===== src/rtl/vga_frame_scanner.sv =====
// VGA raster generator: pixel-rate divider, scan counters, sync/blank decode and
// a one-pixel output register stage that keeps sync, blank and colour aligned.
module vga_frame_scanner #(
  parameter int CLK_DIV  = 2,
  parameter int H_ACTIVE = 640,
  parameter int H_FP     = 16,
  parameter int H_SYNC   = 96,
  parameter int H_BP     = 48,
  parameter int V_ACTIVE = 480,
  parameter int V_FP     = 10,
  parameter int V_SYNC   = 2,
  parameter int V_BP     = 33
) (
  input  logic       Clk,
  input  logic       Reset,
  input  logic [7:0] Red,
  input  logic [7:0] Green,
  input  logic [7:0] Blue,
  output logic [9:0] DrawX,
  output logic [9:0] DrawY,
  output logic       pixel_clk,
  output logic       VGA_HS,
  output logic       VGA_VS,
  output logic       VGA_BLANK_N,
  output logic       VGA_SYNC_N,
  output logic [7:0] VGA_R,
  output logic [7:0] VGA_G,
  output logic [7:0] VGA_B,
  output logic       frame_start
);

  localparam int H_TOTAL = H_ACTIVE + H_FP + H_SYNC + H_BP;
  localparam int V_TOTAL = V_ACTIVE + V_FP + V_SYNC + V_BP;
  localparam int DIV_W   = $clog2(CLK_DIV);

  localparam logic [DIV_W-1:0] DIV_LAST = DIV_W'(CLK_DIV - 1);
  localparam logic [DIV_W-1:0] DIV_HALF = DIV_W'(CLK_DIV / 2);

  localparam logic [9:0] H_LAST     = 10'(H_TOTAL - 1);
  localparam logic [9:0] V_LAST     = 10'(V_TOTAL - 1);
  localparam logic [9:0] H_VIS      = 10'(H_ACTIVE);
  localparam logic [9:0] V_VIS      = 10'(V_ACTIVE);
  localparam logic [9:0] HS_START   = 10'(H_ACTIVE + H_FP);
  localparam logic [9:0] HS_END     = 10'(H_ACTIVE + H_FP + H_SYNC);
  localparam logic [9:0] VS_START   = 10'(V_ACTIVE + V_FP);
  localparam logic [9:0] VS_END     = 10'(V_ACTIVE + V_FP + V_SYNC);

  logic [DIV_W-1:0] div;
  logic [DIV_W-1:0] div_next;
  logic [9:0]       hc;
  logic [9:0]       vc;
  logic             pix_en;
  logic             h_wrap;
  logic             v_wrap;
  logic             active;
  logic             hs_n;
  logic             vs_n;

  // Decode works on the current (pre-increment) position; the output stage adds
  // the single pixel of latency.
  assign pix_en   = (div == DIV_LAST);
  assign div_next = pix_en ? '0 : div + 1'b1;
  assign h_wrap   = (hc == H_LAST);
  assign v_wrap   = (vc == V_LAST);
  assign active   = (hc < H_VIS) && (vc < V_VIS);
  assign hs_n     = !((hc >= HS_START) && (hc < HS_END));
  assign vs_n     = !((vc >= VS_START) && (vc < VS_END));

  assign DrawX      = hc;
  assign DrawY      = vc;
  assign VGA_SYNC_N = 1'b0;

  // pixel_clk is registered from the next divider value so the DAC sees a
  // glitch-free clock whose rising edge lands mid-pixel.
  always_ff @(posedge Clk or posedge Reset) begin
    if (Reset) begin
      div       <= '0;
      pixel_clk <= 1'b0;
    end else begin
      div       <= div_next;
      pixel_clk <= (div_next >= DIV_HALF);
    end
  end

  always_ff @(posedge Clk or posedge Reset) begin
    if (Reset) begin
      hc <= '0;
      vc <= '0;
    end else if (pix_en) begin
      if (h_wrap) begin
        hc <= '0;
        vc <= v_wrap ? '0 : vc + 10'd1;
      end else begin
        hc <= hc + 10'd1;
      end
    end
  end

  // NOTE: sync, blank and colour share one register stage and one enable, so
  // they can never drift apart; the syncs reset to their inactive (high) level.
  always_ff @(posedge Clk or posedge Reset) begin
    if (Reset) begin
      VGA_HS      <= 1'b1;
      VGA_VS      <= 1'b1;
      VGA_BLANK_N <= 1'b0;
      VGA_R       <= '0;
      VGA_G       <= '0;
      VGA_B       <= '0;
    end else if (pix_en) begin
      VGA_HS      <= hs_n;
      VGA_VS      <= vs_n;
      VGA_BLANK_N <= active;
      VGA_R       <= active ? Red   : 8'd0;
      VGA_G       <= active ? Green : 8'd0;
      VGA_B       <= active ? Blue  : 8'd0;
    end
  end

  // Evaluated every Clk so the strobe is exactly one Clk wide.
  always_ff @(posedge Clk or posedge Reset) begin
    if (Reset) begin
      frame_start <= 1'b0;
    end else begin
      frame_start <= pix_en && h_wrap && v_wrap;
    end
  end

endmodule


===== config.mk =====
export PLATFORM = sky130hd
export DESIGN_NAME = vga_frame_scanner
export DESIGN_NICKNAME = d
export VERILOG_FILES = /design/src/rtl/vga_frame_scanner.sv
export SDC_FILE = /design/constraint.sdc
export NUM_CORES = 1
export LEC_CHECK = 0
export BUFFER_PORTS_ARGS = -buffer_cell sky130_fd_sc_hd__buf_2
export CORE_MARGIN = 5
export CORE_UTILIZATION = 53
export DETAILED_ROUTE_END_ITERATION = 10
export HOLD_SLACK_MARGIN = 0.1
export PLACE_DENSITY = 0.95
export SETUP_SLACK_MARGIN = 0.05
export SLEW_MARGIN = 5
export SYNTH_ARGS = -nofsm -noshare
export SYNTH_HDL_FRONTEND = slang
export SYNTH_SLANG_ARGS = --single-unit

===== constraint.sdc =====
create_clock -name Clk -period 2.9 [get_ports Clk]
set_input_delay 0.145 -clock Clk [delete_from_list [all_inputs] [get_ports Clk]]
set_output_delay 0.145 -clock Clk [all_outputs]
set_load 0.02 [all_outputs]

Word level (Yosys, flattened, before mapping)
Cells that the tools add are included.
Widths: inputs -> output; s select.
Word-level totals
  register bits after elaboration: 50
  input bits: 26
  word-level logic and storage cells: 37
Cells by class
  $add $sub $neg: 3
  $lt $le $gt $ge: 7
  equal/unequal tests: 2
  mux-type cells: 6
  reductions and logical operators: 8
Operators by type and width (number)
  $mux 8: 3
  $add 10x1->10 const B: 2
  $eq 10x10->1 const B: 2
  $lt 10x10->1 const B: 2
  $lt 10x9->1 const B: 2
  $mux 10: 2
  $ge 10x10->1 const B: 1
  $ge 10x9->1 const B: 1
  $logic_and 1x1->1: 5
  $logic_not 1->1: 2
  $reduce_and 2->1: 1
  $add 1x1->1 const B: 1
  $ge 1x1->1 const B: 1
  $mux 1: 1

Logic depth before layout (Yosys ltp)
  word-level depth: 3
  gate-level depth with buffers: 6
  gate-level depth less buffers: 6

Worst setup path after synthesis
OpenSTA, ideal clock, no wires.
  path kind: register -> register
  start point: reg hc[0] (netlist: DrawX[0])
  end point: reg vc[4] (netlist: DrawY[4])
  arrival: 1.648 ns
  data required time: 2.775 ns
  path slack: 1.127 ns
  stages on the path, launching flop included: 7
  clock period less this slack: 1.773 ns
  cell sequence: dfrtp_1 > ha_1 > nand4_2 > and3b_1 > buf_6 > nand4_4 > mux2_4
On the way
  cells in the longest elaborated chain, start to end: 2
RTL lines
  from (decl): RTL line 50  | logic [9:0] hc;
  from (signal assigned): RTL line 94  | hc <= hc + 10'd1;
  $eq 10x10->1: RTL line 63  | assign h_wrap = (hc == H_LAST);
  $reduce_and 2->1 (no source line)
  to (signal assigned): RTL line 92  | vc <= v_wrap ? '0 : vc + 10'd1;
  to (decl): RTL line 51  | logic [9:0] vc;
Every way passes these cells.
A chain may end at the register's enable or synchronous reset.

Worst setup path in the final report
  start point: reg hc[1] (netlist: DrawX[1])
  end point: reg vc[4] (netlist: DrawY[4])
The elaborated chain is that of the path after synthesis.

==> run metrics <==
Synth Cell Area approximately 0.0022 mm^2; synth-to-layout area growth 34.4%; met1 usage 0.252; initial core utilization 0.543; Core ar. slightly below 0.004 mm^2; Post-layout nets between 300 and 400; Final min period about 2.0 ns; Async SR Flop Fraction 1.00; layout cells sized above 1 0.355; CP Capture Type register; largest net degree at the start of global routing 50; Register-to-Register Path Depth 5; register area share after synthesis 0.570; non-filler instance count after layout approximately 320; hold_sp VGA_BLANK_N; # IOs 76; Leak roughly 1.5 nW; max-cap violations 0; Worst-Skew Late Latency roughly 0.32 ns; yosys warns 0; PwrDens 455 mW/mm^2; CTS H-tree depth 2; Reg2Reg Capture Point DrawY[4]; Critical-path top delay cell and3b_1; GRT Total Usage 0.228; vias between 1500 and 2000; average size of a mapped cell 12.2 um^2; Hold EP VGA_BLANK_N; Reg-to-Reg Start DrawX[1]; DRT antenna net count 0; outcome finished, final reports clean; DRC viols 0; Root Buffer clkbuf_8; 1st-pass router iterations 4; IR drop worst, VDD 0.326 mV; global-route wire length before repair 9150 um; WP depth 5; slowest stage delay, CP between 0.5 and 0.6 ns; GRT met3 Usage 0.0301; GRT busiest layer met2; DP HPWL between 3000 and 4000 um; die width between 70 and 80 um; Synth cell types between 40 and 50; total power 1.32 mW; number of synthesized flops with an enable pin 0; worst reg-to-reg setup slack around 0.92 ns; DR WL/cell roughly 18 um; Mapped Nets 206; vias per cell around 5.6; Cells after DPL 290; Tightest Pin Transition 0.977 ns; met2 usage 0.407; critical path cell sequence ha_1 -> nand4_2 -> and3b_1 -> nand4_4 -> mux2_4; DRT Wirelength ~5800 um; PortBufs 74; CP Max Fanout 10; Worst Clk Skew approximately 0.014 ns; RSZ-0062 raised after global routing false; hold bufs inserted after CTS 25; CTS Buf Count 5; Final setup viols 0; CTS Buffer Depth 2; WP data arrival 2.18 ns; row cnt 23; number of global-route vias before repair roughly 1900; clk sinks between 40 and 50; Synth Flop Type dfrtp_1; CP delay by family, top simple AND/OR/NAND/NOR gates; initial antenna violation count 1; Synth Register Bits 49; max frequency just over 500 MHz; Setup TNS Final 0 ns; Worst Hold Class reg -> reg; Syn Inst Count between 150 and 200; Iteration-0 DRC Markers 96; CP Launch Type register; Final Wtd Congestion roughly 0.75; CTS tree done; part of the cycle the worst path needs 0.683; Slew Limit Fails 0; Slew HR 0.348; final hold vios 0; Die Y-Extent 73.8 um; WP buf/inv 0; critical path type reg -> reg; Post-CTS Setup Bufs 0; Clock Pin Slew Worst Setup and Hold Paths about 0.10 ns; die area 0.00544 mm^2; post_cts resized 0; Worst Hold Depth 1; Worst EP required approximately 3.1 ns; Critical Path Source DrawX[1]; gr ovfl total 0
-- sequential cells by signal (all words and copies together), names as in the netlist --
register / flops
VGA_R: 8
VGA_G: 8
frame_start: 1
DrawX: 10
VGA_BLANK_N: 1
VGA_HS: 1
DrawY: 10
div: 1
VGA_VS: 1
VGA_B: 8
-- cell families (layout without fill, tap and decap cells) --
logic type,count (synthesis),count (layout),synth area share
AO/OA/AOI/OAI,38,38,0.140
XOR/XNOR,11,11,0.0447
adder cells (fa/ha/maj),4,4,0.0232
buffers and inverters,18,115,0.0395
flip-flops,49,49,0.570
multiplexers,3,3,0.0168
other,1,2,0.00174
AND/OR/NAND/NOR,52,52,0.164
-- worst max path at each step --
stage | end | slack [ns]
2_1_floorplan | DrawY[4] | 1.13
4_1_cts | DrawY[4] | 0.99
3_3_place_gp | DrawY[4] | 1.09
6_report | DrawY[4] | 0.92
5_1_grt | DrawY[4] | 0.83
3_5_place_dp | DrawY[4] | 1.01
-- cells in the final DEF, fill, tap and decap left out, types with 3 or more instances in the layout --
cell type       n
a21oi_1         3
dlygate4sd3_1  25
nand3_1         7
nand4_1         4
dfrtp_1        47
a22o_1         25
o21ai_0         4
nor3_1          5
inv_1           6
buf_2          74
nand2_1         7
xnor2_1         6
ha_1            4
xor2_1          5
nor2_1         12
clkbuf_8        5
-- Yosys cell counts, types with 2 or more instances --
| library cell | number | area (um^2) |
|---|---|---|
| xnor2_1 | 6 | 52.6 |
| dfstp_2 | 2 | 52.6 |
| a22o_1 | 25 | 219 |
| nor3_1 | 5 | 25.0 |
| xor2_1 | 5 | 43.8 |
| nand3_1 | 7 | 35.0 |
| buf_2 | 4 | 20.0 |
| dfrtp_1 | 47 | 1180 |
| ha_1 | 4 | 50.1 |
| nand2_1 | 7 | 26.3 |
| clkbuf_1 | 3 | 11.3 |
| a21o_1 | 2 | 15.0 |
| a21oi_1 | 3 | 15.0 |
| nand4_1 | 4 | 25.0 |
| o21ai_0 | 4 | 20.0 |
| inv_1 | 7 | 26.3 |
| nor2_1 | 12 | 45.0 |
-- power breakdown --
| part | internal (mW) | switching, mW |
|---|---|---|
| sequential | 0.700 | 0.00991 |
| clock | 0.259 | 0.234 |
| combinational | 0.0566 | 0.0596 |
| total | 1.02 | 0.304 |
-- area by class of cell --
cell class | count | area (um^2)
inverter | 8 | 30.0
antenna | 1 | 2.50
timing repair buffer | 99 | 621
sequential | 49 | 1230
fill | 269 | 1070
clock inverter | 2 | 38.8
multi-input combinational | 109 | 842
tap | 50 | 62.6
clock buffer | 6 | 72.6
-- stage by stage --
stage | setup slack (ns) | instance area [um^2] | utilization | hold slack, ns
4_1_cts | 0.985 | 2900 | 0.729 | 0.486
5_1_grt | 0.830 | 2900 | 0.730 | 0.531
3_5_place_dp | 1.01 | 2530 | 0.638 | 0.362
3_3_place_gp | 1.09 | 2530 | 0.638 | 0.357
2_1_floorplan | 1.13 | 2160 | - | 0.273
6_report | 0.919 | 2900 | 0.730 | 0.504
-- routing by layer --
layer | part of all wire | vias up
met5 | 0 | -
met3 | 0.042 | 19
met2 | 0.53 | 61
met4 | 0.046 | 0
met1 | 0.38 | 894
li1 | - | 827
Power figures use the tool's default switching activity.
